`config.mk`:
```
export PLATFORM = sky130hd
export DESIGN_NAME = core_mem_access
export DESIGN_NICKNAME = d
export VERILOG_FILES = /design/src/rtl/core_mem_access.sv
export SDC_FILE = /design/constraint.sdc
export NUM_CORES = 1
export LEC_CHECK = 0
export BUFFER_PORTS_ARGS = -buffer_cell sky130_fd_sc_hd__buf_2
export CAP_MARGIN = 20
export CELL_PAD_IN_SITES_DETAIL_PLACEMENT = 1
export CELL_PAD_IN_SITES_GLOBAL_PLACEMENT = 1
export CORE_MARGIN = 10
export CORE_UTILIZATION = 40
export CTS_CLUSTER_DIAMETER = 120
export DETAILED_ROUTE_END_ITERATION = 10
export MAX_ROUTING_LAYER = met4
export PLACE_DENSITY_LB_ADDON = 0.12
export SKIP_LAST_GASP = 1
export SYNTH_ARGS = -nofsm -noshare
export SYNTH_HDL_FRONTEND = slang
export SYNTH_SLANG_ARGS = --single-unit
```
`constraint.sdc`:
```
create_clock -name i_clk -period 26 [get_ports i_clk]
set_input_delay 1.3 -clock i_clk [delete_from_list [all_inputs] [get_ports i_clk]]
set_output_delay 1.3 -clock i_clk [all_outputs]
set_load 0.02 [all_outputs]
```
`src/rtl/core_mem_access.sv`:
```
// core_mem_access -- memory stage of the RISC-V pipeline.
//
// This stage sits between execute and core_write. It issues one aligned
// load/store transaction at a time on the data bus. It builds the byte-lane
// selects and replicates store data across the lanes. It stalls upstream
// (o_ready=0) while a transaction is in flight. The raw read word and the
// sideband are registered for core_write, which does the byte/half extraction.
//
// Parameters
//   TIMEOUT      max BUS-state cycles without ack before abort (0 = never)
// Ports
//   i_clk, i_reset            clock / asynchronous active-high reset
//   i_valid, o_ready          upstream handshake (o_ready only in IDLE)
//   i_mem_read, i_mem_write   load / store (store wins if both set)
//   i_alu_result, i_store_data, i_funct3, i_res_src, i_pc_p4, i_rd
//                             instruction fields from execute
//   o_bus_req/we/addr/sel/wdata, i_bus_ack/err/rdata
//                             data-bus master interface
//   o_valid                   one-cycle result strobe to core_write
//   o_data, o_alu_result, o_pc_p4, o_funct3, o_res_src, o_rd, o_fault
//                             registered results; o_fault 01 misaligned,
//                             10 bus error, 11 timeout
module core_mem_access #(
  parameter int unsigned TIMEOUT = 255
) (
  input  logic        i_clk,
  input  logic        i_reset,
  input  logic        i_valid,
  output logic        o_ready,
  input  logic        i_mem_read,
  input  logic        i_mem_write,
  input  logic [31:0] i_alu_result,
  input  logic [31:0] i_store_data,
  input  logic [2:0]  i_funct3,
  input  logic [1:0]  i_res_src,
  input  logic [29:0] i_pc_p4,
  input  logic [4:0]  i_rd,
  output logic        o_bus_req,
  output logic        o_bus_we,
  output logic [29:0] o_bus_addr,
  output logic [3:0]  o_bus_sel,
  output logic [31:0] o_bus_wdata,
  input  logic        i_bus_ack,
  input  logic        i_bus_err,
  input  logic [31:0] i_bus_rdata,
  output logic        o_valid,
  output logic [31:0] o_data,
  output logic [31:0] o_alu_result,
  output logic [29:0] o_pc_p4,
  output logic [2:0]  o_funct3,
  output logic [1:0]  o_res_src,
  output logic [4:0]  o_rd,
  output logic [1:0]  o_fault
);

  typedef enum logic {
    S_IDLE,
    S_BUS
  } state_t;

  state_t state, state_nx;

  logic [31:0] wait_cnt;

  // Sideband of the in-flight access. The visible outputs must hold the
  // previous result until this access terminates, so it is parked here.
  logic [31:0] pend_alu;
  logic [29:0] pend_pc;
  logic [2:0]  pend_f3;
  logic [1:0]  pend_res;
  logic [4:0]  pend_rd;
  logic        pend_store;

  logic        accept;
  logic        is_mem;
  logic        misaligned;
  logic        timed_out;
  logic        bus_term;
  logic [3:0]  sel_nx;
  logic [31:0] wdata_nx;

  assign o_ready = (state == S_IDLE);

  always_comb begin
    accept     = i_valid && (state == S_IDLE);
    is_mem     = i_mem_read || i_mem_write;
    misaligned = 1'b0;
    sel_nx     = 4'b1111;
    wdata_nx   = i_store_data;

    unique case (i_funct3[1:0])
      2'b00: begin
        sel_nx   = 4'b0001 << i_alu_result[1:0];
        wdata_nx = {4{i_store_data[7:0]}};
      end
      2'b01: begin
        misaligned = i_alu_result[0];
        sel_nx     = i_alu_result[1] ? 4'b1100 : 4'b0011;
        wdata_nx   = {2{i_store_data[15:0]}};
      end
      default: begin
        misaligned = (i_alu_result[1:0] != 2'b00);
      end
    endcase

    // Loads fetch the whole word; lane extraction happens downstream.
    if (!i_mem_write) begin
      sel_nx   = 4'b1111;
      wdata_nx = '0;
    end

    // An ack on the final allowed cycle still counts as a normal completion.
    timed_out = (TIMEOUT != 0) && (wait_cnt == TIMEOUT - 1) &&
                !i_bus_ack && !i_bus_err;
    bus_term  = (state == S_BUS) && (i_bus_ack || i_bus_err || timed_out);
  end

  always_comb begin
    state_nx = state;
    unique case (state)
      S_IDLE: if (accept && is_mem && !misaligned) state_nx = S_BUS;
      S_BUS:  if (bus_term) state_nx = S_IDLE;
      default: state_nx = S_IDLE;
    endcase
  end

  always_ff @(posedge i_clk or posedge i_reset) begin
    if (i_reset) state <= S_IDLE;
    else         state <= state_nx;
  end

  always_ff @(posedge i_clk or posedge i_reset) begin
    if (i_reset) begin
      wait_cnt     <= '0;
      pend_alu     <= '0;
      pend_pc      <= '0;
      pend_f3      <= '0;
      pend_res     <= '0;
      pend_rd      <= '0;
      pend_store   <= 1'b0;
      o_bus_req    <= 1'b0;
      o_bus_we     <= 1'b0;
      o_bus_addr   <= '0;
      o_bus_sel    <= '0;
      o_bus_wdata  <= '0;
      o_valid      <= 1'b0;
      o_data       <= '0;
      o_alu_result <= '0;
      o_pc_p4      <= '0;
      o_funct3     <= '0;
      o_res_src    <= '0;
      o_rd         <= '0;
      o_fault      <= '0;
    end else begin
      o_valid <= 1'b0;

      if (accept) begin
        if (!is_mem || misaligned) begin
          o_valid      <= 1'b1;
          o_data       <= '0;
          o_alu_result <= i_alu_result;
          o_pc_p4      <= i_pc_p4;
          o_funct3     <= i_funct3;
          o_res_src    <= i_res_src;
          o_rd         <= misaligned ? 5'd0 : i_rd;
          o_fault      <= misaligned ? 2'b01 : 2'b00;
        end else begin
          pend_alu    <= i_alu_result;
          pend_pc     <= i_pc_p4;
          pend_f3     <= i_funct3;
          pend_res    <= i_res_src;
          pend_rd     <= i_rd;
          pend_store  <= i_mem_write;
          wait_cnt    <= '0;
          o_bus_req   <= 1'b1;
          o_bus_we    <= i_mem_write;
          o_bus_addr  <= i_alu_result[31:2];
          o_bus_sel   <= sel_nx;
          o_bus_wdata <= wdata_nx;
        end
      end

      if (state == S_BUS) begin
        if (bus_term) begin
          o_bus_req    <= 1'b0;
          o_bus_we     <= 1'b0;
          o_bus_addr   <= '0;
          o_bus_sel    <= '0;
          o_bus_wdata  <= '0;
          o_valid      <= 1'b1;
          o_alu_result <= pend_alu;
          o_pc_p4      <= pend_pc;
          o_funct3     <= pend_f3;
          o_res_src    <= pend_res;
          if (i_bus_err) begin
            o_fault <= 2'b10;
            o_rd    <= '0;
            o_data  <= '0;
          end else if (i_bus_ack) begin
            o_fault <= 2'b00;
            o_rd    <= pend_store ? 5'd0 : pend_rd;
            o_data  <= pend_store ? 32'd0 : i_bus_rdata;
          end else begin
            o_fault <= 2'b11;
            o_rd    <= '0;
            o_data  <= '0;
          end
        end else begin
          wait_cnt <= wait_cnt + 32'd1;
        end
      end
    end
  end

endmodule

```
### Yosys cells after proc, flatten, opt, wreduce, memory -nomap -nowiden

Index checks and enable logic that the tools add are counted.

| cells by class | value |
|---|---|
| add/subtract/negate cells | 1 |
| bitwise logic cells | 2 |
| shift operators | 1 |
| reduce and logical (&&, ||, !) cells | 17 |
| equality and inequality tests | 2 |
| muxes and demuxes | 75 |

Operator list:

| operator | count |
|---|---|
| 32-bit 2-to-1 mux | 20 |
| 30-bit 2-to-1 mux | 8 |
| 32-bit one-hot mux with 2 select lines | 1 |
| 5-bit 2-to-1 mux | 8 |
| 32-bit by 1-bit adder with 32-bit output (second input constant) | 1 |
| 32-bit by 8-bit equality test with 1-bit output (second input constant) | 1 |
| 4-bit 2-to-1 mux | 6 |
| 2-bit 2-to-1 mux | 10 |
| 1-bit 2-to-1 mux | 15 |
| 3-bit 2-to-1 mux | 4 |
| 4-bit one-hot mux with 2 select lines | 1 |
| 1-bit logical AND | 6 |
| 1-bit zero test | 4 |
| 1-bit logical OR | 4 |
| 1-bit one-hot mux with 2 select lines | 2 |
| 1-bit by 2-bit left shift with 4-bit output (first input constant) | 1 |
| 2-bit by 1-bit equality test with 1-bit output (second input constant) | 1 |
| 2-bit zero test | 1 |
| 1-bit inverter | 2 |
| 2-bit AND reduction | 1 |
| 2-bit nonzero test | 1 |

| word-level totals | value |
|---|---|
| word-level logic and storage cells | 119 |
| flip-flop bits (word level) | 281 |
| output and inout bits | 176 |
| input bits | 143 |

### Depth between registers and ports, before layout

| logic depth | value |
|---|---|
| depth after elaboration | 7 |
| mapped depth | 10 |
| mapped depth without buffers | 7 |

### Worst setup path after synthesis

No wires, ideal clock.

| timing | value |
|---|---|
| path type | input to register |
| start | input i_funct3[0] |
| end | register wait_cnt[24] |
| stages on the path | 9 |
| slack | 23.114 ns |
| arrival time | 2.747 ns |
| path buffers | 4 |
| data required time | 25.860 ns |
| library setup time | 0.140 ns |
| cells stage by stage | buf_2 -> nor2_2 -> or2_1 -> buf_2 -> nand3_1 -> buf_2 -> buf_2 -> o311ai_0 -> o41ai_1 |

| on the way | value |
|---|---|
| word-level cells in the longest chain between the ends | 7 |

Ends and longest elaborated chain:

| item | line | RTL |
|---|---|---|
| start, declared | 34 | `input logic [2:0] i_funct3,` |
| 2-bit by 1-bit equality test with 1-bit output / 2-bit zero test (equally long branches) | 91 | `unique case (i_funct3[1:0])` |
| 1-bit one-hot mux with 2 select lines * | 91 |  |
| 1-bit logical OR * | 158 | `if (!is_mem \|\| misaligned) begin` |
| 32-bit 2-to-1 mux * | 158 |  |
| 32-bit 2-to-1 mux * | 157 | `if (accept) begin` |
| 32-bit 2-to-1 mux | 184 | `if (bus_term) begin` |
| 32-bit 2-to-1 mux * | 183 | `if (state == S_BUS) begin` |
| end signal, assigned | 209 | `wait_cnt <= wait_cnt + 32'd1;` |
| end, declared | 63 | `logic [31:0] wait_cnt;` |

Mark *: on every way between the ends. The rest lies on a longest branch, timed or not.
A chain may end at the register's enable or synchronous reset.

### Final worst setup path

| timing | value |
|---|---|
| start | input i_funct3[1] |
| end | register wait_cnt[28] |

The elaborated chain is that of the path after synthesis.

==> key figures <==
Floorplanning
  – Core Region: 29800 µm²
  – IO Pins: between 300 and 400
  – Die ar.: 37700 µm²
  – Die W: ~190 µm
  – Initial Utilization: just over 40%
  – Row count: 63
  – Die Ht: between 150 and 200 µm

Clock network
  – Inserted Clock Buffers: 31
  – H-Tree Level Count: 1
  – Worst-skew pair later-pin latency: between 0.5 and 0.6 ns
  – CTS tree: built
  – Hold-fix buffer count after cts: 0
  – CTS clock-pin slew for the worst setup and hold paths: 0.06 ns
  – Setup bufs post-CTS: 0
  – Clk root buf: clkbuf_16
  – Post-CTS Resized: 0
  – Maximum root-to-sink buffer count: 3
  – Clock sink total: around 280

Timing
  – Slew @ Worst Pin: a little over 1 ns
  – Fin. Hold Viols: 0
  – Clock Skew: 0.0201 ns
  – Final Cycle Share: 15.0%
  – RSZ-0062 raised after global routing: false
  – Peak Freq: 0.257 GHz
  – Setup TNS: 0 ns
  – Slew Limit Fails: 0
  – Rel. slew slack: roughly a third
  – Fin crit period: approximately 3.9 ns
  – Final setup viols: 0

GRT
  – GR Layer Usage met1: between 20 and 30%
  – Largest net degree at the start of global routing: 180
  – Most Used Layer, Global Route: met2
  – Met3 usage: under 10%
  – First-pass GRT wire length: about 65000 µm
  – Grt total ovfl: 0
  – Total GRT Usage: 21.4%
  – Met2 Use GR: approximately a third
  – Vias in the first global route: between 10k and 15k
  – Initial antenna violation count: 7

Logic synthesis
  – Synth Area in Simple Gates: roughly 24%
  – XOR/XNOR Fraction of Synth Area: less than 1%
  – Post-synthesis adder-cell area fraction: less than 1%
  – Syn nets: 1476
  – Synth Area per Inst: just over 9 µm²
  – #FFs+latches synth: approximately 280
  – Ys Warns: 0
  – Mux cell area share after synthesis: 2.81%
  – Synth Area in Compound Gates: between 10% and 20%
  – Post-Synthesis Cells: roughly 1.3k
  – Synth unique cells: 50
  – Sequential share of the synthesized area: ~58%
  – Post-Syn Area: between 10000 and 15000 µm²
  – Largest family of logic cells by synthesized area: simple AND/OR/NAND/NOR gates

Power and ir drop
  – Psw: 418 µW
  – Pwr dens: approximately 85 nW/µm²
  – Max VDD drop: about 0.051 mV
  – Leak: slightly below 8 nW
  – Sequential share of power: about 44%
  – Power share of the combinational group: 22.8%
  – Switching share of power: between 30% and 40%
  – Internal: between 800 and 900 µW
  – Clock power share: 33.1%

Hold path
  – Hold path depth: 2
  – Hold Path Sink: pend_pc[9]
  – HP Start: pend_pc[9]
  – Worst min path class: flip-flop to flip-flop

Detailed routing
  – Via count: 10.7k
  – DRC: 0
  – Avg WL per Cell: about 20 µm
  – Via-to-Cell Ratio: 5.34
  – Iter 0 DRT Violations: 765
  – WL final: between 40000 and 50000 µm
  – Post-route ant nets: 0
  – DR pass1 iterations: 7

Setup path
  – RR Endpoint: wait_cnt[24]
  – CP Launch Type: input port
  – R2r startpoint: state
  – CP Data Required Time: 26.41 ns
  – Worst path arrival time: between 4 and 5 ns
  – CP max stage cell: nand3_4
  – CP Max Fanout: 60
  – Reg-to-reg setup timing slack: approximately 23 ns
  – Slowest Stage Delay on Critical Path: around 0.66 ns
  – Critical setup path kind: input port to flip-flop
  – Buffers & Inverters on Critical Path: 3
  – Worst path top cell family by delay: simple AND/OR/NAND/NOR gates
  – FF-to-FF path depth: 6
  – CP cell instances: buf_2 > nor2_2 > or2_1 > nand3_4 > buf_4 > buf_12 > o311ai_0 > o41ai_1
  – Worst setup EP type: flip-flop

Placed design
  – Post-DP HPWL: around 27000 µm
  – Area after DPL: 13900 µm²
  – Count of buffers from port buffering: between 300 and 400
  – Routability cong.: approximately 0.78

Layout
  – Post-Route Utilization: 50.1%
  – Most frequent cells in the layout: nand2_1 (454), buf_2 (318), dfrtp_1 (281)
  – Share of layout cells above drive strength 1: between 20 and 25%
  – Area Overhead vs Synth: 23.2%
  – # nets final: between 1.5k and 2k
  – Most common cell after layout, fill and taps aside: nand2_1
  – Final Instance Area: between 10000 and 15000 µm²

Job
  – Max cap viols: 0

Outcome
  – Outcome: completed
metrics by stage:
stage | cells | worst slack (ns) | hold slack, ns | power [mW]
floorplan | 1331 | 16.95 | 0.446 | 0.737
global placement | 1951 | 21.44 | 0.458 | 0.850
finish | 2012 | 22.11 | 0.474 | 1.27
CTS | 2002 | 21.86 | 0.478 | 1.29
detailed placement | 1951 | 21.32 | 0.463 | 0.861
global route | 2012 | 21.85 | 0.493 | 1.34
cells by family after synthesis:
| logic type | after synthesis |
|---|---|
| buffers and inverters | 105 |
| AO/OA/AOI/OAI | 195 |
| multiplexers | 32 |
| XOR/XNOR | 5 |
| flip-flops | 281 |
| adder cells (fa/ha/maj) | 2 |
| AND/OR/NAND/NOR | 711 |
power by group through the flow:
stage               Clock (mW)  Sequential (mW)  Combinational, mW
finish                   0.421            0.561              0.290
floorplan                    0            0.624              0.113
detailed placement           0            0.568              0.293
CTS                      0.431            0.562              0.294
global placement             0            0.565              0.285
global route             0.449            0.571              0.319
worst max path at each step:
stage / from / to / cells after the start / slack [ns]
2_1_floorplan: i_reset / o_alu_result[0] / 1 / 16.95
3_3_place_gp: i_funct3[1] / wait_cnt[24] / 7 / 21.44
3_5_place_dp: i_funct3[1] / wait_cnt[24] / 7 / 21.32
4_1_cts: i_funct3[1] / wait_cnt[24] / 7 / 21.86
5_1_grt: i_funct3[1] / wait_cnt[22] / 8 / 21.85
6_report: i_funct3[1] / wait_cnt[28] / 8 / 22.11
routing by layer:
metal	part of all wire (%)	vias to the layer above
met5	0	-
met4	1.6	0
met3	6.2	44
met2	48	282
met1	44	5398
li1	-	5018
layout make-up:
cell class | instances | area (µm²)
antenna | 7 | 17.5
clock buffer | 43 | 851
clock inverter | 8 | 90.1
fill | 3512 | 14900
inverter | 8 | 37.5
multi-input combinational | 945 | 4680
sequential | 281 | 7030
tap | 390 | 488
timing repair buffer | 330 | 1740
state kept, by name, indices dropped and copies added, names as in the netlist:
name and flops:
pend_store 1, pend_rd 5, pend_alu 32, state 1, o_bus_we 1, wait_cnt 32, o_pc_p4 30, o_bus_wdata 32
o_res_src 2, o_valid 1, pend_f3 3, o_funct3 3, pend_res 2, o_data 32, o_fault 2, o_bus_req 1
o_alu_result 32, o_rd 5, o_bus_addr 30, pend_pc 30, o_bus_sel 4
worst register-to-register path, cell delays in order (launching register included):
cell	delay [ns]
dfrtp_1	0.48
and2b_2	0.34
nand3_4	0.57
buf_4	0.60
buf_12	0.34
o311ai_0	0.23
o41ai_1	0.10
synthesized netlist by cell type, drive strengths merged:
library cell | n | share of area (%)
nand2 | 454 | 14
dfrtp | 281 | 58
nor2 | 124 | 3.9
nand3 | 84 | 3.5
a31oi | 72 | 3.7
buf | 55 | 2.4
clkbuf | 42 | 1.3
a21oi | 40 | 1.7
a22oi | 32 | 2.0
mux2 | 16 | 1.5
mux2i | 16 | 1.3
o21ai | 16 | 0.66
inv | 8 | 0.25
o211ai | 8 | 0.50
and3 | 7 | 0.36
nand4 | 7 | 0.36
nor4 | 7 | 0.49
nor3 | 6 | 0.25
o311ai | 6 | 0.43
o31ai | 6 | 0.37
o41ai | 5 | 0.36
or4 | 5 | 0.34
a211oi | 4 | 0.25
nand2b | 4 | 0.21
and4 | 3 | 0.22
xor2 | 3 | 0.22
ha | 2 | 0.21
nor2b | 2 | 0.10
or2 | 2 | 0.10
or3b | 2 | 0.14
xnor2 | 2 | 0.14
a21boi | 1 | 0.062
a222oi | 1 | 0.083
a41o | 1 | 0.093
a41oi | 1 | 0.13
and2b | 1 | 0.072
nor3b | 1 | 0.062
nor4b | 1 | 0.072
o21bai | 1 | 0.062
o32a | 1 | 0.093
or3 | 1 | 0.052
(Power assumes the default switching activity.)
